===== src/rtl/csdf_rr_scheduler_pkg.sv =====
// Shared types, default sizing and the round-robin pick function for csdf_rr_scheduler.
package csdf_sched_pkg;

    localparam int WIDTH_DEF  = 32;
    localparam int N_CH_DEF   = 4;
    localparam int PHASES_DEF = 4;
    localparam int CH_W       = $clog2(N_CH_DEF);
    localparam int TOK_W      = $clog2(PHASES_DEF + 2);

    // rr_pick works on a fixed 32-lane vector so it can serve any N_CH up to 31.
    localparam int MAX_CH = 32;
    localparam int MAX_W  = 5;

    typedef enum logic {
        S_IDLE = 1'b0,
        S_BUSY = 1'b1
    } state_t;

    // First requester found scanning last+1, last+2, ... (mod n); one-hot result.
    function automatic logic [MAX_CH-1:0] rr_pick(input logic [MAX_CH-1:0] req,
                                                  input int last,
                                                  input int n);
        logic [MAX_CH-1:0] pick;
        logic [MAX_W-1:0]  idx;
        pick = '0;
        for (int k = 1; k <= MAX_CH; k++) begin
            idx = MAX_W'((last + k) % n);
            if (k <= n && pick == '0 && req[idx]) pick[idx] = 1'b1;
        end
        return pick;
    endfunction

endpackage


===== src/rtl/csdf_rr_scheduler_if.sv =====
// FIFO-side and actor-side signal bundle of csdf_rr_scheduler.
// Handshake: FIFO-style empty/rd and full/wr pairs; a strobe only transfers a token
// in a cycle where the matching empty (or full) flag is low, and strobes are single-cycle.
interface csdf_rr_scheduler_if #(
    parameter int WIDTH = 32,
    parameter int N_CH  = 4
);
    logic [N_CH-1:0]       in_empty;
    logic [N_CH-1:0]       in_rd;
    logic [N_CH*WIDTH-1:0] in_data;
    logic [N_CH-1:0]       out_full;
    logic [N_CH-1:0]       out_wr;
    logic [N_CH*WIDTH-1:0] out_data;
    logic [WIDTH-1:0]      act_in_data;
    logic                  act_in_empty;
    logic                  act_in_rd;
    logic [WIDTH-1:0]      act_out_data;
    logic                  act_out_wr;
    logic                  act_out_full;

    modport slave (
        input  in_empty, in_data, out_full, act_in_rd, act_out_data, act_out_wr,
        output in_rd, out_wr, out_data, act_in_data, act_in_empty, act_out_full
    );

    modport master (
        output in_empty, in_data, out_full, act_in_rd, act_out_data, act_out_wr,
        input  in_rd, out_wr, out_data, act_in_data, act_in_empty, act_out_full
    );
endinterface


===== src/rtl/csdf_rr_scheduler_rr_arbiter.sv =====
// Combinational round-robin arbiter: request vector plus last owner index -> one-hot winner.
module rr_arbiter
    import csdf_sched_pkg::*;
#(
    parameter int N_CH   = 4,
    parameter int LAST_W = 2
) (
    input  logic [N_CH-1:0]   req,
    input  logic [LAST_W-1:0] last,
    output logic [N_CH-1:0]   gnt
);

    logic [MAX_CH-1:0] req_full;
    logic [MAX_CH-1:0] gnt_full;
    logic              unused_hi;

    always_comb begin
        req_full           = '0;
        req_full[N_CH-1:0] = req;
        gnt_full           = rr_pick(req_full, int'(last), N_CH);
    end

    assign gnt       = gnt_full[N_CH-1:0];
    assign unused_hi = ^gnt_full[MAX_CH-1:N_CH];

endmodule


===== src/rtl/csdf_rr_scheduler.sv =====
// Shares one PHASES-read/one-write CSDF actor among N_CH FIFO channel pairs, round-robin per firing.
// Optional protocol checker driving err: define CSDF_SCHED_CHECK_EN.
module csdf_rr_scheduler
    import csdf_sched_pkg::*;
#(
    parameter int WIDTH  = WIDTH_DEF,
    parameter int N_CH   = N_CH_DEF,
    parameter int PHASES = PHASES_DEF
) (
    input  logic               ck,
    input  logic               rst,
    csdf_rr_scheduler_if.slave bus,
    output logic [N_CH-1:0]    grant,
    output logic               err,
    output state_t             dbg_state
);

    // Package widths describe the default build; other sizes derive their own.
    localparam int IDX_W = (N_CH == N_CH_DEF) ? CH_W : $clog2(N_CH);
    localparam int CNT_W = (PHASES == PHASES_DEF) ? TOK_W : $clog2(PHASES + 2);
    localparam logic [CNT_W-1:0] TOK_MAX = CNT_W'(PHASES + 1);

    state_t           state;
    state_t           state_nxt;
    logic [IDX_W-1:0] last;
    logic [IDX_W-1:0] owner;
    logic [CNT_W-1:0] tok_cnt;
    logic [N_CH-1:0]  win;
    logic             tok_rd;
    logic             rel;

    rr_arbiter #(.N_CH(N_CH), .LAST_W(IDX_W)) u_arb (
        .req  (~bus.in_empty),
        .last (last),
        .gnt  (win)
    );

    always_comb begin
        owner = '0;
        for (int c = 0; c < N_CH; c++) begin
            if (grant[c]) owner = IDX_W'(c);
        end
    end

    always_ff @(posedge ck or posedge rst) begin
        if (rst) state <= S_IDLE;
        else     state <= state_nxt;
    end

    always_comb begin
        state_nxt = state;
        case (state)
            S_IDLE:  if (|win) state_nxt = S_BUSY;
            S_BUSY:  if (rel)  state_nxt = S_IDLE;
            default: state_nxt = S_IDLE;
        endcase
    end

    // Outside BUSY the actor sees an empty input and a full output, so it is frozen.
    always_comb begin
        bus.in_rd        = '0;
        bus.out_wr       = '0;
        bus.act_in_empty = 1'b1;
        bus.act_out_full = 1'b1;
        bus.act_in_data  = '0;
        for (int c = 0; c < N_CH; c++) begin
            if (state == S_BUSY && grant[c]) begin
                bus.act_in_empty = bus.in_empty[c];
                bus.act_in_data  = bus.in_data[c*WIDTH +: WIDTH];
                bus.act_out_full = bus.out_full[c];
                bus.in_rd[c]     = bus.act_in_rd & ~bus.in_empty[c];
                bus.out_wr[c]    = bus.act_out_wr & ~bus.out_full[c];
            end
        end
    end

    assign bus.out_data = {N_CH{bus.act_out_data}};
    assign tok_rd       = |bus.in_rd;
    assign rel          = |bus.out_wr;
    assign dbg_state    = state;

    // The owner keeps the actor until its output token is accepted downstream.
    always_ff @(posedge ck or posedge rst) begin
        if (rst) begin
            grant   <= '0;
            last    <= IDX_W'(N_CH - 1);
            tok_cnt <= '0;
        end else begin
            if (state == S_IDLE) grant <= win;
            else if (rel)        grant <= '0;
            if (rel) last <= owner;
            if (rel)                               tok_cnt <= '0;
            else if (tok_rd && tok_cnt != TOK_MAX) tok_cnt <= tok_cnt + CNT_W'(1);
        end
    end

`ifdef CSDF_SCHED_CHECK_EN
    localparam logic [CNT_W-1:0] TOK_LIM = CNT_W'(PHASES);
    logic err_q;
    logic err_set;

    // Actor activity while frozen, or a read beyond PHASES in one firing.
    always_comb begin
        err_set = (state == S_IDLE && (bus.act_out_wr || bus.act_in_rd)) ||
                  (tok_rd && tok_cnt >= TOK_LIM);
    end

    always_ff @(posedge ck or posedge rst) begin
        if (rst) err_q <= 1'b0;
        else     err_q <= err_q | err_set;
    end

    assign err = err_q;
`else
    assign err = 1'b0;
`endif

endmodule


===== src/flat_wrapper.sv =====
// flat-port wrapper written by rule: the top's interface ports become plain ports
module csdf_rr_scheduler_flat import csdf_sched_pkg::*;
#(
    parameter int WIDTH  = WIDTH_DEF,
    parameter int N_CH   = N_CH_DEF,
    parameter int PHASES = PHASES_DEF
)
  (ck, rst, grant, err, dbg_state, bus_in_empty, bus_in_data, bus_out_full, bus_act_in_rd, bus_act_out_data, bus_act_out_wr, bus_in_rd, bus_out_wr, bus_out_data, bus_act_in_data, bus_act_in_empty, bus_act_out_full);
  csdf_rr_scheduler_if #(.WIDTH(WIDTH), .N_CH(N_CH)) bus_i ();
  input  logic ck;
  input  logic rst;
  output logic [N_CH-1:0] grant;
  output logic err;
  output state_t dbg_state;
  input wire logic [$bits(bus_i.in_empty)-1:0] bus_in_empty;
  input wire logic [$bits(bus_i.in_data)-1:0] bus_in_data;
  input wire logic [$bits(bus_i.out_full)-1:0] bus_out_full;
  input wire logic [$bits(bus_i.act_in_rd)-1:0] bus_act_in_rd;
  input wire logic [$bits(bus_i.act_out_data)-1:0] bus_act_out_data;
  input wire logic [$bits(bus_i.act_out_wr)-1:0] bus_act_out_wr;
  output wire logic [$bits(bus_i.in_rd)-1:0] bus_in_rd;
  output wire logic [$bits(bus_i.out_wr)-1:0] bus_out_wr;
  output wire logic [$bits(bus_i.out_data)-1:0] bus_out_data;
  output wire logic [$bits(bus_i.act_in_data)-1:0] bus_act_in_data;
  output wire logic [$bits(bus_i.act_in_empty)-1:0] bus_act_in_empty;
  output wire logic [$bits(bus_i.act_out_full)-1:0] bus_act_out_full;
  assign bus_i.in_empty = bus_in_empty;
  assign bus_i.in_data = bus_in_data;
  assign bus_i.out_full = bus_out_full;
  assign bus_i.act_in_rd = bus_act_in_rd;
  assign bus_i.act_out_data = bus_act_out_data;
  assign bus_i.act_out_wr = bus_act_out_wr;
  assign bus_in_rd = bus_i.in_rd;
  assign bus_out_wr = bus_i.out_wr;
  assign bus_out_data = bus_i.out_data;
  assign bus_act_in_data = bus_i.act_in_data;
  assign bus_act_in_empty = bus_i.act_in_empty;
  assign bus_act_out_full = bus_i.act_out_full;
  csdf_rr_scheduler #(.WIDTH(WIDTH), .N_CH(N_CH), .PHASES(PHASES)) u_core (.ck(ck), .rst(rst), .bus(bus_i), .grant(grant), .err(err), .dbg_state(dbg_state));
endmodule

===== config.mk =====
export PLATFORM = sky130hd
export DESIGN_NAME = csdf_rr_scheduler_flat
export DESIGN_NICKNAME = d
export VERILOG_FILES = /design/src/rtl/csdf_rr_scheduler_pkg.sv /design/src/rtl/csdf_rr_scheduler_if.sv /design/src/rtl/csdf_rr_scheduler_rr_arbiter.sv /design/src/rtl/csdf_rr_scheduler.sv /design/src/flat_wrapper.sv
export SDC_FILE = /design/constraint.sdc
export NUM_CORES = 1
export LEC_CHECK = 0
export ABC_AREA = 1
export CAP_MARGIN = 20
export CELL_PAD_IN_SITES_DETAIL_PLACEMENT = 0
export CELL_PAD_IN_SITES_GLOBAL_PLACEMENT = 1
export CORE_MARGIN = 10
export CORE_UTILIZATION = 17
export DETAILED_ROUTE_END_ITERATION = 8
export PLACE_DENSITY_LB_ADDON = 0.1
export SLEW_MARGIN = 20
export SYNTH_ARGS = -nofsm -noshare
export SYNTH_HDL_FRONTEND = slang
export SYNTH_SLANG_ARGS = --single-unit

===== constraint.sdc =====
create_clock -name ck -period 3.39 [get_ports ck]
set_input_delay 0.678 -clock ck [delete_from_list [all_inputs] [get_ports ck]]
set_output_delay 0.678 -clock ck [all_outputs]
set_load 0.01 [all_outputs]

### Word-level counts from Yosys, hierarchy flattened

Cells that the tools add are included.

* add/sub/neg operators: 4
* order comparisons: 8
* equal/unequal tests: 1
* multiplexer cells: 48
* bitwise logic cells: 25
* reduce and logical (&&, ||, !) cells: 20

Operators with widths (number)
* two-way mux 32 bit: 7
* logical NOT 32 bit: 3
* bitwise OR 32 bit: 2
* two-way mux 1 bit: 27
* less-than comparator 5 x 6 -> 1 bit, second input constant: 4
* >= comparator 5 x 1 -> 1 bit, second input constant: 4
* binary-select mux 1 bit (select 3 bit): 4
* demux 1 bit (select 3 bit): 4
* two-way mux 4 bit: 3
* logical AND 1 bit: 11
* inverter 1 bit: 9
* AND 1 bit: 8
* OR reduction 2 bit: 4
* OR reduction 4 bit: 2
* adder 2 x 1 -> 2 bit, second input constant: 2
* adder 2 bit, second input constant: 2
* AND 1 bit, first input constant: 4
* two-way mux 2 bit: 2
* inverter 4 bit: 1
* bitwise OR 4 bit: 1
* inequality test 2 bit, second input constant: 1
* one-hot mux 1 bit (2 select lines): 1

* bits in registers: 7
* input bits: 172
* output and inout bits: 176
* logic and storage cells: 109

### Depth between registers and ports, before layout

* depth in word-level cells: 20
* depth in mapped cells: 18
* gate-level depth less buffers: 18

### Cells and area by module

A second synthesis with hierarchy kept.

* cell total of the unflattened synthesis: 575
* area, all modules: 3136.8 um2

Modules (own cells, without submodules)
* csdf_rr_scheduler: instances 1, cells each 491, area each 2646.3 um2, sequential area each 177.7 um2
* rr_arbiter: instances 1, cells each 84, area each 490.5 um2, sequential area each 0.0 um2

### Least setup slack after synthesis

No wires, ideal clock.

* path kind: reg2reg
* start: register u_core.last[0]
* end: register u_core.state (netlist: u_core.dbg_state)
* library setup time: 0.120 ns
* data arrival time: 2.186 ns
* required time: 3.270 ns
* slack: 1.084 ns
* cell stages (with the launch flop): 17
* path buffers: 0
* period minus slack after synthesis: 2.306 ns
* path through: dfstp_2 -> inv_2 -> ha_1 -> inv_1 -> nand3_2 -> nand2_4 -> o31ai_2 -> nand3_1 -> nand2_2 -> nor2_2 -> nand3_1 -> nand2_1 -> nor2_2 -> nand3_1 -> nand3_1 -> o21ai_0 -> nand2_1

* word-level cells in the longest chain between the ends: 20
* elaborated cells between the ends (all ways): 56
* classes of those cells: add/sub: 4; order compare: 8; mux: 22; bitwise: 7; reduce/logical: 15

RTL lines
* from (decl): RTL line csdf_rr_scheduler.sv:25 `logic [IDX_W-1:0] last;`
* from (signal assigned): RTL line csdf_rr_scheduler.sv:86 `last <= IDX_W'(N_CH - 1);`
* from (signal assigned): RTL line csdf_rr_scheduler.sv:91 `if (rel) last <= owner;`
* adder 2 x 1 -> 2 bit: RTL line csdf_rr_scheduler_pkg.sv:27 `idx = MAX_W'((last + k) % n);`
* OR reduction 2 bit (no source line)
* AND 1 bit (no source line)
* less-than comparator 5 x 6 -> 1 bit (implied by the code) or >= comparator 5 x 1 -> 1 bit (tied branches): RTL line csdf_rr_scheduler_pkg.sv:28 `if (k <= n && pick == '0 && req[idx]) pick[idx] = 1'b1;`
* logical AND 1 bit (implied by the code): RTL line csdf_rr_scheduler_pkg.sv:28
* two-way mux 1 bit (implied by the code): RTL line csdf_rr_scheduler_pkg.sv:28
* demux 1 bit (select 3 bit): RTL line csdf_rr_scheduler_pkg.sv:28
* two-way mux 32 bit: RTL line csdf_rr_scheduler_pkg.sv:28
* [... 5 more ...]
* two-way mux 32 bit: RTL line csdf_rr_scheduler_pkg.sv:28
* logical NOT 32 bit: RTL line csdf_rr_scheduler_pkg.sv:28
* logical AND 1 bit: RTL line csdf_rr_scheduler_pkg.sv:28
* two-way mux 4 bit (*): RTL line csdf_rr_scheduler_pkg.sv:28
* OR reduction 4 bit (*): RTL line csdf_rr_scheduler.sv:53 `S_IDLE: if (|win) state_nxt = S_BUSY;`
* two-way mux 1 bit (*): RTL line csdf_rr_scheduler.sv:53
* one-hot mux 1 bit (2 select lines) (*): RTL line csdf_rr_scheduler.sv:52 `case (state)`
* named net u_core.state_nxt: RTL line csdf_rr_scheduler.sv:24 `state_t state_nxt;`
* to (signal assigned): RTL line csdf_rr_scheduler.sv:47 `else state <= state_nxt;`
* to (decl): RTL line csdf_rr_scheduler.sv:23 `state_t state;`

Mark *: on every way through the listed nets, which the timed path passes. The rest lies on a longest branch. The select of a mux whose other input is x is not followed.
A chain may end at the register's enable or synchronous reset.

### Final worst setup path

* start: register u_core.state (netlist: u_core.dbg_state)
* end: output bus_act_in_data[8]

* word-level cells in the longest chain between the ends: 5
* elaborated cells between the ends (all ways): 8
* classes of those cells: mux: 4; reduce/logical: 4

RTL lines
* logical AND 1 bit: RTL line csdf_rr_scheduler.sv:67 `if (state == S_BUSY && grant[c]) begin`
* two-way mux 32 bit (3 in a row): RTL line csdf_rr_scheduler.sv:67
* two-way mux 32 bit (*): RTL line csdf_rr_scheduler.sv:67
* to (decl): RTL line flat_wrapper.sv:24 `output wire logic [$bits(bus_i.act_in_data)-1:0] bus_act_in_data;`

Every way passes the cells marked *; elsewhere a longest branch is shown, timed or not.

==> flow_summary.json <==
{
  "synth_top_area_share_pct": 35.0,
  "synth_top_area_cell": "buf_4",
  "die_x_um": 148,
  "setup_viol_count_final": 0,
  "vias": 2925,
  "drt-pass1-iter-count": 6,
  "drtIter0Drc": 87,
  "design_area_um2": 4020,
  "fin_ws_ns": 0.335,
  "clockBufferDepth": 2,
  "postSynthCellCount": 418,
  "initial_core_util_pct": 17.4,
  "port-buffer-count": 186,
  "ioPinCount": 348,
  "required_ns": 2.71,
  "timing.final.crit_share_pct": 90.1,
  "synth_area_per_cell_um2": 6.62,
  "min_from": "u_core.grant[0]",
  "ir_drop_mv": 0.249,
  "worstSetupPathType": "flip-flop to output port",
  "gr-usage-all-layers_pct": 12.0,
  "final_nets": 643,
  "place_congestion": 0.762,
  "multi_input_area_um2": 1450,
  "cp_max_fo": 25,
  "grt_pass1_vias": 3126,
  "gr-total-overflow": 0,
  "grt_max_degree": 37,
  "post_cts_buffers": 0,
  "crit_arrival_ns": 2.38,
  "clock_latency_ns": 0.23,
  "coreArea_um2": 15900,
  "placed_area_um2": 3940,
  "clkTransAtPathRegs_ns": 0.04,
  "grt_pass1_wl_um": 20400,
  "finalHoldViolCount": 0,
  "synth-seq-area-share_pct": 6.42,
  "hold_buffers": 0,
  "drive_above_1_share_pct": 8.15,
  "maxSlewViolCount": 0,
  "fillers": 1759,
  "seq_area_um2": 179,
  "fin_tns_setup_ns": 0,
  "cts_root_buf": "clkbuf_16",
  "die_area_um2": 21800,
  "rsz0062_at_grt": "false",
  "ys_async_sr_fraction_pct": 100,
  "p_per_area_nw_per_um2": 757,
  "fmax_mhz": 327,
  "cp-start-kind": "flip-flop",
  "syn-cell-area_um2": 2770,
  "ys_ff_latch": 7,
  "ys_top_cells_by_area": "buf_4, a221o_1, nand2_1, nand3_1, o211ai_1",
  "total_power_uw": 3040,
  "r2r-start": "u_core.last[0]",
  "yosys_warnings": 0,
  "cap_viol_max_count": 0,
  "hp-class": "flip-flop to flip-flop",
  "min_period_ns": 3.05,
  "rows": 46,
  "cts.sinks": 7,
  "die_y_um": 148,
  "ys_types": 35,
  "avgRoutedWirePerCell_um": 20.7,
  "synth_edf_count": 0,
  "finalWirelength_um": 14100,
  "p_leak_uw": 0.00162,
  "cts_repair_resize_count": 0,
  "n_antenna_cell": 0,
  "drc": 0,
  "synth_flop_cell": "dfrtp_1",
  "final_antenna_net_count": 0,
  "viasPerCell": 4.29,
  "pre_cts_slack_ns": 0.421,
  "dp_hpwl_um": 11400,
  "critical_path.startpoint": "u_core.dbg_state",
  "finClkSkew_ns": 0.00142,
  "cts_tree": "built",
  "antenna_found_initial": 0,
  "crit_path_end_kind": "output port",
  "timing.hold.ws_ns": 0.548,
  "cts-htree-levels": 1,
  "cts_inserted_buffers": 3,
  "area_delta_synth_final_pct": 45.1,
  "status": "completed",
  "syn_nets": 594
}
==> per-layer routing <==
| layer | global-route usage (%) | wire (µm) | part of all wire [%] | vias up |
|---|---|---|---|---|
| li1 | - | - | - | 1422 |
| met1 | 13.2 | 5360 | 38 | 1331 |
| met2 | 22.3 | 7360 | 52 | 166 |
| met3 | 4.52 | 1400 | 9.9 | 6 |
| met4 | 0.595 | 14 | 0.099 | 0 |
| met5 | 0 | 0 | 0 | - |
==> state kept, by name, indices dropped and copies added, names as in the netlist <==
signal,cells
u_core.grant,4
u_core.last,2
u_core.dbg_state,1
==> worst max-delay path, cell delays in order (launching register included) <==
cell             delay (ns)
dfrtp_2                0.49
nand2_1                0.22
inv_1                  0.12
buf_4                  0.32
a221o_1                0.22
o211ai_1               0.13
nand2_1                0.10
clkdlybuf4s50_1        0.54
==> logic make-up after synthesis <==
logic type | synth area share (%)
compound gates | 24.5
other cells | 0.135
buf+inv | 41.6
fa+ha+maj | 1.81
simple gates | 25.5
flops | 6.42
==> cells in the final DEF (no fill, tap or decap), drive strengths merged <==
cell type,n
a221o,32
o21a,1
dfrtp,5
clkbuf,4
ha,4
nor2,11
a21oi,5
dfstp,2
and2,1
or2,1
a211oi,1
a31oi,1
nand2,74
nor3,7
nand3,54
nor4,1
o21bai,1
o211ai,33
clkinv,1
inv,22
clkdlybuf4s50,186
buf,11
o31ai,1
o21ai,6
conb,1
==> cells in the mapped netlist, types with 2 or more instances <==
library cell	instances
a221o_1	32
clkbuf_1	20
nor2_1	7
dfrtp_1	5
buf_1	3
nor2_2	4
nor3_1	7
dfstp_2	2
nand3_2	3
inv_1	21
buf_4	129
ha_1	4
o211ai_1	33
o21ai_0	5
a21oi_1	3
nand2_2	6
nand2_1	67
nand3_1	50
==> final timing paths <==
check	end	slack, ns	cells after the start
setup / recovery	bus_act_in_data[8]	0.34	7
hold / removal	u_core.grant[0]	0.55	2
setup reg to reg	u_core.dbg_state	0.78	16
hold reg to reg	u_core.grant[0]	0.55	2
max in group asynchronous	u_core.last[0]	2.39	2
min in group asynchronous	u_core.grant[0]	0.72	2
==> report_power, final <==
group          switching [µW]  internal [µW]
Combinational            1420           1230
Clock                    45.6            157
Sequential               57.2            130
Total                    1520           1520
==> stage by stage <==
| step | instances | utilization (%) |
|---|---|---|
| after floorplan | 418 | - |
| after global placement | 678 | 24.7 |
| after detailed placement | 678 | 24.7 |
| after CTS | 682 | 25.2 |
| after global routing | 682 | 25.2 |
| final | 682 | 25.2 |
==> final cells by class <==
type	instances	area share, %
repair buffers	197	48.7
multi-input cells	235	36.0
well taps	216	6.73
flip-flops and latches	7	4.45
inverters	23	2.15
clock buffers	4	1.96
Power figures use the tool's default switching activity.
